--- config.mk ---
export PLATFORM = sky130hd
export DESIGN_NAME = text_line_scheduler_flat
export DESIGN_NICKNAME = d
export VERILOG_FILES = /design/src/rtl/text_line_scheduler_if.sv /design/src/rtl/text_line_scheduler.sv /design/src/flat_wrapper.sv
export SDC_FILE = /design/constraint.sdc
export NUM_CORES = 1
export LEC_CHECK = 0
export BUFFER_PORTS_ARGS = -buffer_cell sky130_fd_sc_hd__buf_4
export CORE_UTILIZATION = 56
export DETAILED_ROUTE_END_ITERATION = 16
export MAX_ROUTING_LAYER = met4
export PLACE_DENSITY = 0.88
export REMOVE_ABC_BUFFERS = 1
export SYNTH_ARGS = -nofsm -noshare
export SYNTH_HDL_FRONTEND = slang
export SYNTH_SLANG_ARGS = --single-unit
--- constraint.sdc ---
create_clock -name clock -period 4.87 [get_ports clock]
set_input_delay 0.974 -clock clock [delete_from_list [all_inputs] [get_ports clock]]
set_output_delay 0.974 -clock clock [all_outputs]
set_load 0.05 [all_outputs]
--- src/rtl/text_line_scheduler_if.sv ---
// Text RAM read port and character renderer handshake between the line
// scheduler (master) and the RAM/renderer side (slave).
interface text_line_scheduler_if #(
   parameter int CHAR_W = 8,
   parameter int X_W    = 10,
   parameter int Y_W    = 9,
   parameter int SIZE_W = 4,
   parameter int LEN_W  = 6
) ();
   logic              mem_rd;
   logic [LEN_W-1:0]  mem_addr;
   logic [CHAR_W-1:0] mem_data;
   logic [CHAR_W-1:0] rend_char;
   logic [X_W-1:0]    rend_x;
   logic [Y_W-1:0]    rend_y;
   logic [SIZE_W-1:0] rend_size;
   logic              rend_enable;
   logic              rend_finished;

   modport master (
      output mem_rd, mem_addr, rend_char, rend_x, rend_y, rend_size, rend_enable,
      input  mem_data, rend_finished
   );

   modport slave (
      input  mem_rd, mem_addr, rend_char, rend_x, rend_y, rend_size, rend_enable,
      output mem_data, rend_finished
   );
endinterface

--- src/rtl/text_line_scheduler.sv ---
// Walks a string in the text RAM, places each glyph on screen and drives the
// character renderer one glyph at a time, handling space, newline, wrap and clip.
module text_line_scheduler #(
   parameter int CHAR_W      = 8,
   parameter int X_W         = 10,
   parameter int Y_W         = 9,
   parameter int SIZE_W      = 4,
   parameter int LEN_W       = 6,
   parameter int FONT_WIDTH  = 5,
   parameter int FONT_HEIGHT = 7
) (
   input  logic               clock,
   input  logic               resetn,
   input  logic               start,
   input  logic [LEN_W-1:0]   text_length,
   input  logic [X_W-1:0]     origin_x,
   input  logic [Y_W-1:0]     origin_y,
   input  logic [SIZE_W-1:0]  size,
   input  logic [X_W-1:0]     limit_x,
   input  logic [Y_W-1:0]     limit_y,
   output logic               busy,
   output logic               done,
   output logic               clipped,
   text_line_scheduler_if.master bus
);

   localparam logic [CHAR_W-1:0] CH_NEWLINE = CHAR_W'(8'h0A);
   localparam logic [CHAR_W-1:0] CH_SPACE   = CHAR_W'(8'h20);
   localparam logic [X_W-1:0]    ADV_UNIT   = X_W'(FONT_WIDTH + 1);
   localparam logic [Y_W-1:0]    STEP_UNIT  = Y_W'(FONT_HEIGHT + 1);

   typedef enum logic [3:0] {
      S_IDLE, S_FETCH, S_WAIT, S_CLASSIFY, S_SETUP,
      S_RUN, S_ADVANCE, S_NEXT, S_FINISH
   } state_t;

   state_t state, state_nxt;

   logic [LEN_W-1:0]  idx, len_r;
   logic [X_W-1:0]    ox_r, cx, lim_x_r, adv;
   logic [Y_W-1:0]    oy_r, cy, lim_y_r, step;
   logic [SIZE_W-1:0] size_r;
   logic [CHAR_W-1:0] ch;

   logic [LEN_W-1:0]  idx_inc;
   logic [X_W:0]      cx_end;
   logic [Y_W:0]      cy_end;
   logic              wrap_hit, clip_hit;

   // One spare bit on the end positions keeps a far-right or far-down cursor
   // from wrapping around and passing the margin test.
   assign idx_inc  = idx + LEN_W'(1);
   assign cx_end   = {1'b0, cx} + {1'b0, adv};
   assign cy_end   = {1'b0, cy} + {1'b0, step};
   assign wrap_hit = (cx_end > {1'b0, lim_x_r}) && (cx != ox_r);
   assign clip_hit = cy_end > {1'b0, lim_y_r};

   assign bus.mem_addr  = idx;
   assign bus.rend_char = ch;
   assign bus.rend_x    = cx;
   assign bus.rend_y    = cy;
   assign bus.rend_size = size_r;

   always_ff @(posedge clock or negedge resetn) begin
      if (!resetn) state <= S_IDLE;
      else         state <= state_nxt;
   end

   always_comb begin
      state_nxt       = state;
      bus.mem_rd      = 1'b0;
      bus.rend_enable = 1'b0;
      busy            = 1'b1;
      done            = 1'b0;
      case (state)
         S_IDLE: begin
            busy = 1'b0;
            if (start) state_nxt = (text_length == '0) ? S_FINISH : S_FETCH;
         end
         S_FETCH: begin
            bus.mem_rd = 1'b1;
            state_nxt  = S_WAIT;
         end
         S_WAIT: state_nxt = S_CLASSIFY;
         S_CLASSIFY: begin
            // A wrap stays here so the same code is re-judged on the new line.
            if (ch == CH_NEWLINE)    state_nxt = S_NEXT;
            else if (wrap_hit)       state_nxt = S_CLASSIFY;
            else if (clip_hit)       state_nxt = S_FINISH;
            else if (ch == CH_SPACE) state_nxt = S_NEXT;
            else                     state_nxt = S_SETUP;
         end
         S_SETUP: if (!bus.rend_finished) state_nxt = S_RUN;
         S_RUN: begin
            bus.rend_enable = 1'b1;
            if (bus.rend_finished) state_nxt = S_ADVANCE;
         end
         S_ADVANCE: state_nxt = S_NEXT;
         S_NEXT:    state_nxt = (idx_inc == len_r) ? S_FINISH : S_FETCH;
         S_FINISH: begin
            done      = 1'b1;
            state_nxt = S_IDLE;
         end
         default: state_nxt = S_IDLE;
      endcase
   end

   always_ff @(posedge clock or negedge resetn) begin
      if (!resetn) begin
         idx     <= '0;
         len_r   <= '0;
         ox_r    <= '0;
         oy_r    <= '0;
         cx      <= '0;
         cy      <= '0;
         lim_x_r <= '0;
         lim_y_r <= '0;
         adv     <= '0;
         step    <= '0;
         size_r  <= '0;
         ch      <= '0;
         clipped <= 1'b0;
      end else begin
         case (state)
            S_IDLE: if (start) begin
               len_r   <= text_length;
               ox_r    <= origin_x;
               oy_r    <= origin_y;
               cx      <= origin_x;
               cy      <= origin_y;
               lim_x_r <= limit_x;
               lim_y_r <= limit_y;
               size_r  <= size;
               adv     <= X_W'(size) * ADV_UNIT;
               step    <= Y_W'(size) * STEP_UNIT;
               idx     <= '0;
               clipped <= 1'b0;
            end
            S_WAIT: ch <= bus.mem_data;
            S_CLASSIFY: begin
               if (ch == CH_NEWLINE || wrap_hit) begin
                  cx <= ox_r;
                  cy <= cy + step;
               end else if (clip_hit) begin
                  clipped <= 1'b1;
               end else if (ch == CH_SPACE) begin
                  cx <= cx + adv;
               end
            end
            S_ADVANCE: cx  <= cx + adv;
            S_NEXT:    idx <= idx_inc;
            default: ;
         endcase
      end
   end

endmodule

--- src/flat_wrapper.sv ---
// flat-port wrapper written by rule: the top's interface ports become plain ports
module text_line_scheduler_flat 
#(
   parameter int CHAR_W      = 8,
   parameter int X_W         = 10,
   parameter int Y_W         = 9,
   parameter int SIZE_W      = 4,
   parameter int LEN_W       = 6,
   parameter int FONT_WIDTH  = 5,
   parameter int FONT_HEIGHT = 7
)
  (clock, resetn, start, text_length, origin_x, origin_y, size, limit_x, limit_y, busy, done, clipped, bus_mem_rd, bus_mem_addr, bus_rend_char, bus_rend_x, bus_rend_y, bus_rend_size, bus_rend_enable, bus_mem_data, bus_rend_finished);
  text_line_scheduler_if #(.CHAR_W(CHAR_W), .X_W(X_W), .Y_W(Y_W), .SIZE_W(SIZE_W), .LEN_W(LEN_W)) bus_i ();
  input  logic clock;
  input  logic resetn;
  input  logic start;
  input  logic [LEN_W-1:0] text_length;
  input  logic [X_W-1:0] origin_x;
  input  logic [Y_W-1:0] origin_y;
  input  logic [SIZE_W-1:0] size;
  input  logic [X_W-1:0] limit_x;
  input  logic [Y_W-1:0] limit_y;
  output logic busy;
  output logic done;
  output logic clipped;
  output wire logic [$bits(bus_i.mem_rd)-1:0] bus_mem_rd;
  output wire logic [$bits(bus_i.mem_addr)-1:0] bus_mem_addr;
  output wire logic [$bits(bus_i.rend_char)-1:0] bus_rend_char;
  output wire logic [$bits(bus_i.rend_x)-1:0] bus_rend_x;
  output wire logic [$bits(bus_i.rend_y)-1:0] bus_rend_y;
  output wire logic [$bits(bus_i.rend_size)-1:0] bus_rend_size;
  output wire logic [$bits(bus_i.rend_enable)-1:0] bus_rend_enable;
  input wire logic [$bits(bus_i.mem_data)-1:0] bus_mem_data;
  input wire logic [$bits(bus_i.rend_finished)-1:0] bus_rend_finished;
  assign bus_mem_rd = bus_i.mem_rd;
  assign bus_mem_addr = bus_i.mem_addr;
  assign bus_rend_char = bus_i.rend_char;
  assign bus_rend_x = bus_i.rend_x;
  assign bus_rend_y = bus_i.rend_y;
  assign bus_rend_size = bus_i.rend_size;
  assign bus_rend_enable = bus_i.rend_enable;
  assign bus_i.mem_data = bus_mem_data;
  assign bus_i.rend_finished = bus_rend_finished;
  text_line_scheduler #(.CHAR_W(CHAR_W), .X_W(X_W), .Y_W(Y_W), .SIZE_W(SIZE_W), .LEN_W(LEN_W), .FONT_WIDTH(FONT_WIDTH), .FONT_HEIGHT(FONT_HEIGHT)) u_core (.clock(clock), .resetn(resetn), .start(start), .text_length(text_length), .origin_x(origin_x), .origin_y(origin_y), .size(size), .limit_x(limit_x), .limit_y(limit_y), .busy(busy), .done(done), .clipped(clipped), .bus(bus_i));
endmodule
After elaboration in Yosys (flattened, before gate mapping)
Index checks and enable logic that the tools add are counted.

Add/subtract/negate cells: 5. $mul: 1. Divide/modulo/power cells: 0. $lt $le $gt $ge: 2. Eq/ne operators: 20. Shifts and indexed selects: 0. Muxes and demuxes: 28. Bitwise gates (word level): 0. Reduce and logical (&&, ||, !) cells: 13.

Operators with widths (count): $mux W10 (4); $mux W4 (8); $pmux W4 S8 (1); $pmux W10 S3 (1); $mux W9 (2); $pmux W9 S2 (1); $eq A4 B3 Y1 const B (4); $pmux W6 S2 (1); $add A10 B7 Y11 (1); $gt A11 B10 Y1 (1); $add A10 B7 Y10 (1); $add A9 B7 Y10 (1); $gt A10 B9 Y1 (1); $ne A10 B10 Y1 (1); $add A9 B7 Y9 (1); $eq A4 B2 Y1 const B (2); $eq A8 B4 Y1 const B (1); $eq A8 B6 Y1 const B (1); $ne A2 B2 Y1 const B (4); $reduce_and A4 Y1 (2); $mux W1 (7); $add A6 B1 Y6 const B (1); $eq A6 B6 Y1 (1); $logic_not A6 Y1 (1); other kinds (16) (20).

Bits in registers: 83. Bits in latches: 0. Memory bits (writable): 0. ROM bits: 0. Bits of input ports: 60. Logic and storage cells: 81. Memories kept: 0.

Logic depth before layout (Yosys ltp)
Word-level depth: 6. Gate-level depth with buffers: 17.

Worst setup path after synthesis
No wires, ideal clock.

Kind: reg2reg. From: reg u_core.cx[1] (netlist: u_core.bus.rend_x[1]). To: reg u_core.cy[4] (netlist: u_core.bus.rend_y[4]). Library setup time: 0.125 ns. Arrival: 3.809 ns. Required time: 4.745 ns. Path slack: 0.936 ns. Cell stages (with the launch flop): 17. Clock period less this slack: 3.934 ns. Cell sequence: dfrtp_1 ha_1 inv_1 fa_1 nor2b_1 o21ai_0 a21oi_1 or4_1 nand3_1 ha_1 a21oi_1 nand2_1 nor3_1 o21a_1 o21ai_0 a21oi_2 mux2_2.

Longest elaborated chain between the ends: 6. Elaborated cells between the ends (all ways): 7. Those cells by class: add/sub (1); order compare (1); eq/ne (2); reduce/logical (3).

RTL lines: start: declaration (RTL line text_line_scheduler.sv:40) `logic [X_W-1:0] ox_r, cx, lim_x_r, adv;`; start signal: assignment (RTL line text_line_scheduler.sv:129) `cx <= origin_x;`; start signal: assignment (RTL line text_line_scheduler.sv:142) `cx <= ox_r;`; start signal: assignment (RTL line text_line_scheduler.sv:147) `cx <= cx + adv;`; $add A10 B7 Y11 (RTL line text_line_scheduler.sv:53) `assign cx_end = {1'b0, cx} + {1'b0, adv};`; $gt A11 B10 Y1 (RTL line text_line_scheduler.sv:55) `assign wrap_hit = (cx_end > {1'b0, lim_x_r}) && (cx != ox_r);`; $logic_and A1 B1 Y1 (*) (RTL line text_line_scheduler.sv:55); $logic_or A1 B1 Y1 (*) (RTL line text_line_scheduler.sv:141) `if (ch == CH_NEWLINE || wrap_hit) begin`; $ne A2 B1 Y1 (no source line) (*); $reduce_and A3 Y1 (no source line) (*); end signal: assignment (RTL line text_line_scheduler.sv:130) `cy <= origin_y;`; end signal: assignment (RTL line text_line_scheduler.sv:143) `cy <= cy + step;`; end: declaration (RTL line text_line_scheduler.sv:41) `logic [Y_W-1:0] oy_r, cy, lim_y_r, step;`.

Mark *: on every way between the ends. The rest lies on a longest branch, timed or not. A chain may end at the register's enable or synchronous reset.

==> run_results.csv <==
group,metric,value,unit
outcome,status,"finished clean",
drt,vias,4359,
placed_design,post-dp-hpwl,9440,um
cts,clk_pin_slew,0.09,ns
sta,period_share,0.861,
yosys,syn_avg_cell_area,9.00,um^2
worst_hold_path,hp-class,"reg2reg",
sta,tightest_slew,1.07,ns
setup_path,rrSetupSlack,0.68,ns
drt,drc,0,
setup_path,worst_ep_arrival_time,4.42,ns
global_routing,grt_pass1_wl,21200,um
cts,tritoncts,"yes",
die,fp-row-count,34,
yosys,synth-edff-count,0,
drt,ant_nets,0,
setup_path,cp_max_fo,7,
yosys,ys.flop_type,"dfrtp_1",
setup_path,critical-path-top-delay-family,"compound AO/OA/AOI/OAI gates",
die,die_h,96.6,um
cts,clk_latency,0.35,ns
cells_and_area,fillCellCount,668,
global_routing,antenna_found_initial,0,
sta,slew_headroom,0.283,
setup_path,path_class,"reg2reg",
cells_and_area,layout.nets,749,
global_routing,grt_pass1_vias,4368,
setup_path,cp_slowest_cell,"dfrtp_1",
yosys,synth.yosys.seq_area_share,0.409,
sta,timing.setup.tns,0,ns
global_routing,grt_max_degree,83,
cells_and_area,multi_input_area,0.00271,mm^2
flow_run,drv_cap,0,
drt,vias_per_cell,5.71,
sta,hold_violations,0,
setup_path,path_buf_inv,2,
setup_path,rr_worst_depth,17,
cells_and_area,diodes,0,
drt,drt_pass1_iterations,5,
sta,fmax,239,MHz
die,die_w,96.6,um
drt,avgRoutedWirePerCell,16.5,um
setup_path,r2r_end,"u_core.bus.rend_y[3]",
sta,rsz0062_at_grt,"false",
drt,wl,12600,um
placed_design,port_buffers,101,
sta,fin_skew,0.0158,ns
yosys,netlist_area,0.00501,mm^2
setup_path,worstPathRequired,5.10,ns
sta,worst_slack,0.677,ns
cts,clk_path_buf_depth,2,
worst_hold_path,holdPathStages,2,
placed_design,dp_worst_setup_slack,0.756,ns
die,io_pins,102,
setup_path,startpoint_type,"register",
worst_hold_path,min_to,"u_core.clipped",
yosys,syn_inst,557,
cts,holdBufCountCts,0,
yosys,ys_seq_elements,82,
cts,htreeDepth,3,
cts,cts_root_buf,"clkbuf_8",
sta,finalSetupViolations,0,
cells_and_area,areaGrowthSynthToFinish,20.0,%
global_routing,grt_usage,0.290,
cts,cts_setup_buffers,0,
die,die-area,0.00934,mm^2
sta,finalCriticalPeriod,4.19,ns
cells_and_area,drive_gt1_frac,0.227,
die,start_util,0.578,
yosys,synthDistinctLibCells,56,
die,core_area,0.00868,mm^2
cells_and_area,regArea,0.00205,mm^2
setup_path,rr_startpoint,"u_core.bus.rend_size[0]",
worst_hold_path,min-delay-start,"u_core.clipped",
setup_path,crit_path_cell_trace,"ha_1, inv_1, fa_1, nor2b_1, o21ai_0, a21oi_1, or4_1, nand3_1, ha_1, a21oi_1, nand2_1, nor3_1, o21a_1, o21ai_1, buf_4, a21oi_2, mux2_2",
cts,postCtsResizedCells,0,
yosys,async_flop_share,1.00,
setup_path,cp-end-kind,"register",
cts,cts_sinks,82,
sta,final-max-slew-violation-count,0,
placed_design,place_congestion,0.930,
yosys,ys_warn_count,0,
cts,cts-buffers-inserted,9,
setup_path,slowest_delay,0.42,ns
drt,drt_iter0_drc,250,
global_routing,overflow,0,
[routing by layer]
layer | up-vias | track usage | part of all wire
met1 | 2105 | 0.375 | 0.45
met3 | 20 | 0.0419 | 0.050
met5 | - | - | 0
met2 | 134 | 0.477 | 0.49
li1 | 2100 | - | -
met4 | 0 | 0.0827 | 0.018
[cell families after synthesis]
kind of cell | count (synthesis) | synth area share
xor gates and xnor gates | 31 | 0.0542
DFF | 82 | 0.409
muxes | 17 | 0.0369
buffers and inverters | 65 | 0.0502
and+or+nand+nor | 206 | 0.188
adders and majority gates | 38 | 0.0993
AOI/OAI and AO/OA | 118 | 0.162
[worst max-delay path by stage]
stage / startpoint / to / slack, ns / depth (start not counted)
2_1_floorplan: u_core.bus.rend_x[1] / u_core.bus.rend_y[4] / 0.08 / 16
3_3_place_gp: u_core.bus.rend_x[1] / u_core.bus.rend_y[7] / 0.93 / 17
3_5_place_dp: u_core.bus.rend_x[1] / u_core.bus.rend_y[3] / 0.76 / 17
4_1_cts: u_core.bus.rend_size[0] / u_core.bus.rend_y[3] / 0.71 / 17
5_1_grt: u_core.bus.rend_x[1] / u_core.bus.rend_y[3] / 0.37 / 17
6_report: u_core.bus.rend_size[0] / u_core.bus.rend_y[3] / 0.68 / 17
[synthesized netlist by cell type (3+ instances only)]
| library cell | instances | share of area |
|---|---|---|
| nor2b_1 | 4 | 0.0050 |
| or4_1 | 3 | 0.0045 |
| nand3_1 | 15 | 0.015 |
| fa_1 | 3 | 0.012 |
| o21ai_0 | 40 | 0.040 |
| nand4_1 | 5 | 0.0062 |
| nand2_1 | 125 | 0.094 |
| inv_1 | 41 | 0.031 |
| o21bai_1 | 3 | 0.0045 |
| mux2i_1 | 5 | 0.010 |
| o22ai_1 | 9 | 0.011 |
| xnor2_1 | 22 | 0.038 |
| nor2_1 | 18 | 0.013 |
| ha_1 | 35 | 0.087 |
| a221oi_2 | 8 | 0.024 |
| o221ai_1 | 9 | 0.016 |
| nor3_1 | 6 | 0.0060 |
| mux2_2 | 12 | 0.027 |
| clkbuf_1 | 19 | 0.014 |
| and2_1 | 11 | 0.014 |
| a21o_1 | 4 | 0.0060 |
| buf_2 | 3 | 0.0030 |
| dfrtp_1 | 82 | 0.41 |
| xor2_1 | 9 | 0.016 |
| a21oi_1 | 22 | 0.022 |
| a211oi_1 | 3 | 0.0045 |
| o211ai_1 | 5 | 0.0075 |
[worst register-to-register path: stages (launching register included)]
cell	delay [ns]
dfrtp_1	0.42
ha_1	0.22
inv_1	0.07
fa_1	0.40
nor2b_1	0.12
o21ai_0	0.10
a21oi_1	0.31
or4_1	0.16
nand3_1	0.12
ha_1	0.33
a21oi_1	0.14
nand2_1	0.08
nor3_1	0.32
o21a_1	0.23
o21ai_1	0.09
buf_4	0.20
a21oi_2	0.36
mux2_2	0.38
[cells in the final DEF, fill, tap and decap left out, types with 4 or more instances in the layout]
cell / count
a21o_1: 4
o21ai_0: 39
mux2i_1: 5
dfrtp_1: 82
clkbuf_8: 9
xor2_1: 9
o22ai_1: 9
buf_4: 107
nand2_1: 125
ha_1: 35
o211ai_1: 5
o221ai_1: 9
nor2b_1: 4
a221oi_2: 8
nor3_1: 6
nand4_1: 5
mux2_2: 12
nor2_1: 18
nand3_1: 15
inv_1: 41
a21oi_1: 22
and2_1: 10
xnor2_1: 22
[flip-flops by register name, indices dropped and copies added, names as in the netlist]
name and count:
u_core.bus.rend_char 8, u_core.bus.mem_addr 6, u_core.lim_y_r 9, u_core.bus.rend_x 10
u_core.lim_x_r 10, u_core.len_r 6, u_core.state 4, u_core.clipped 1
u_core.bus.rend_size 4, u_core.adv 5, u_core.bus.rend_y 9, u_core.ox_r 10
[stage by stage]
stage,instances,hold slack [ns],util,area [um^2]
floorplan,533,0.450,-,4920
global placement,748,0.463,0.675,5860
detailed placement,748,0.490,0.675,5860
CTS,763,0.512,0.693,6020
global route,763,0.539,0.693,6020
finish,763,0.505,0.693,6020
[cell type report]
| class | instances | share of cell area |
|---|---|---|
| multi-input combinational | 410 | 0.451 |
| sequential | 82 | 0.341 |
| timing repair buffer | 107 | 0.133 |
| inverter | 41 | 0.0256 |
| tap | 108 | 0.0225 |
| clock buffer | 11 | 0.0218 |
| clock inverter | 4 | 0.00499 |
Power is left out: the tool's default activity adds up to more than one toggle a clock period on the data nets, which glitch-free logic cannot reach.
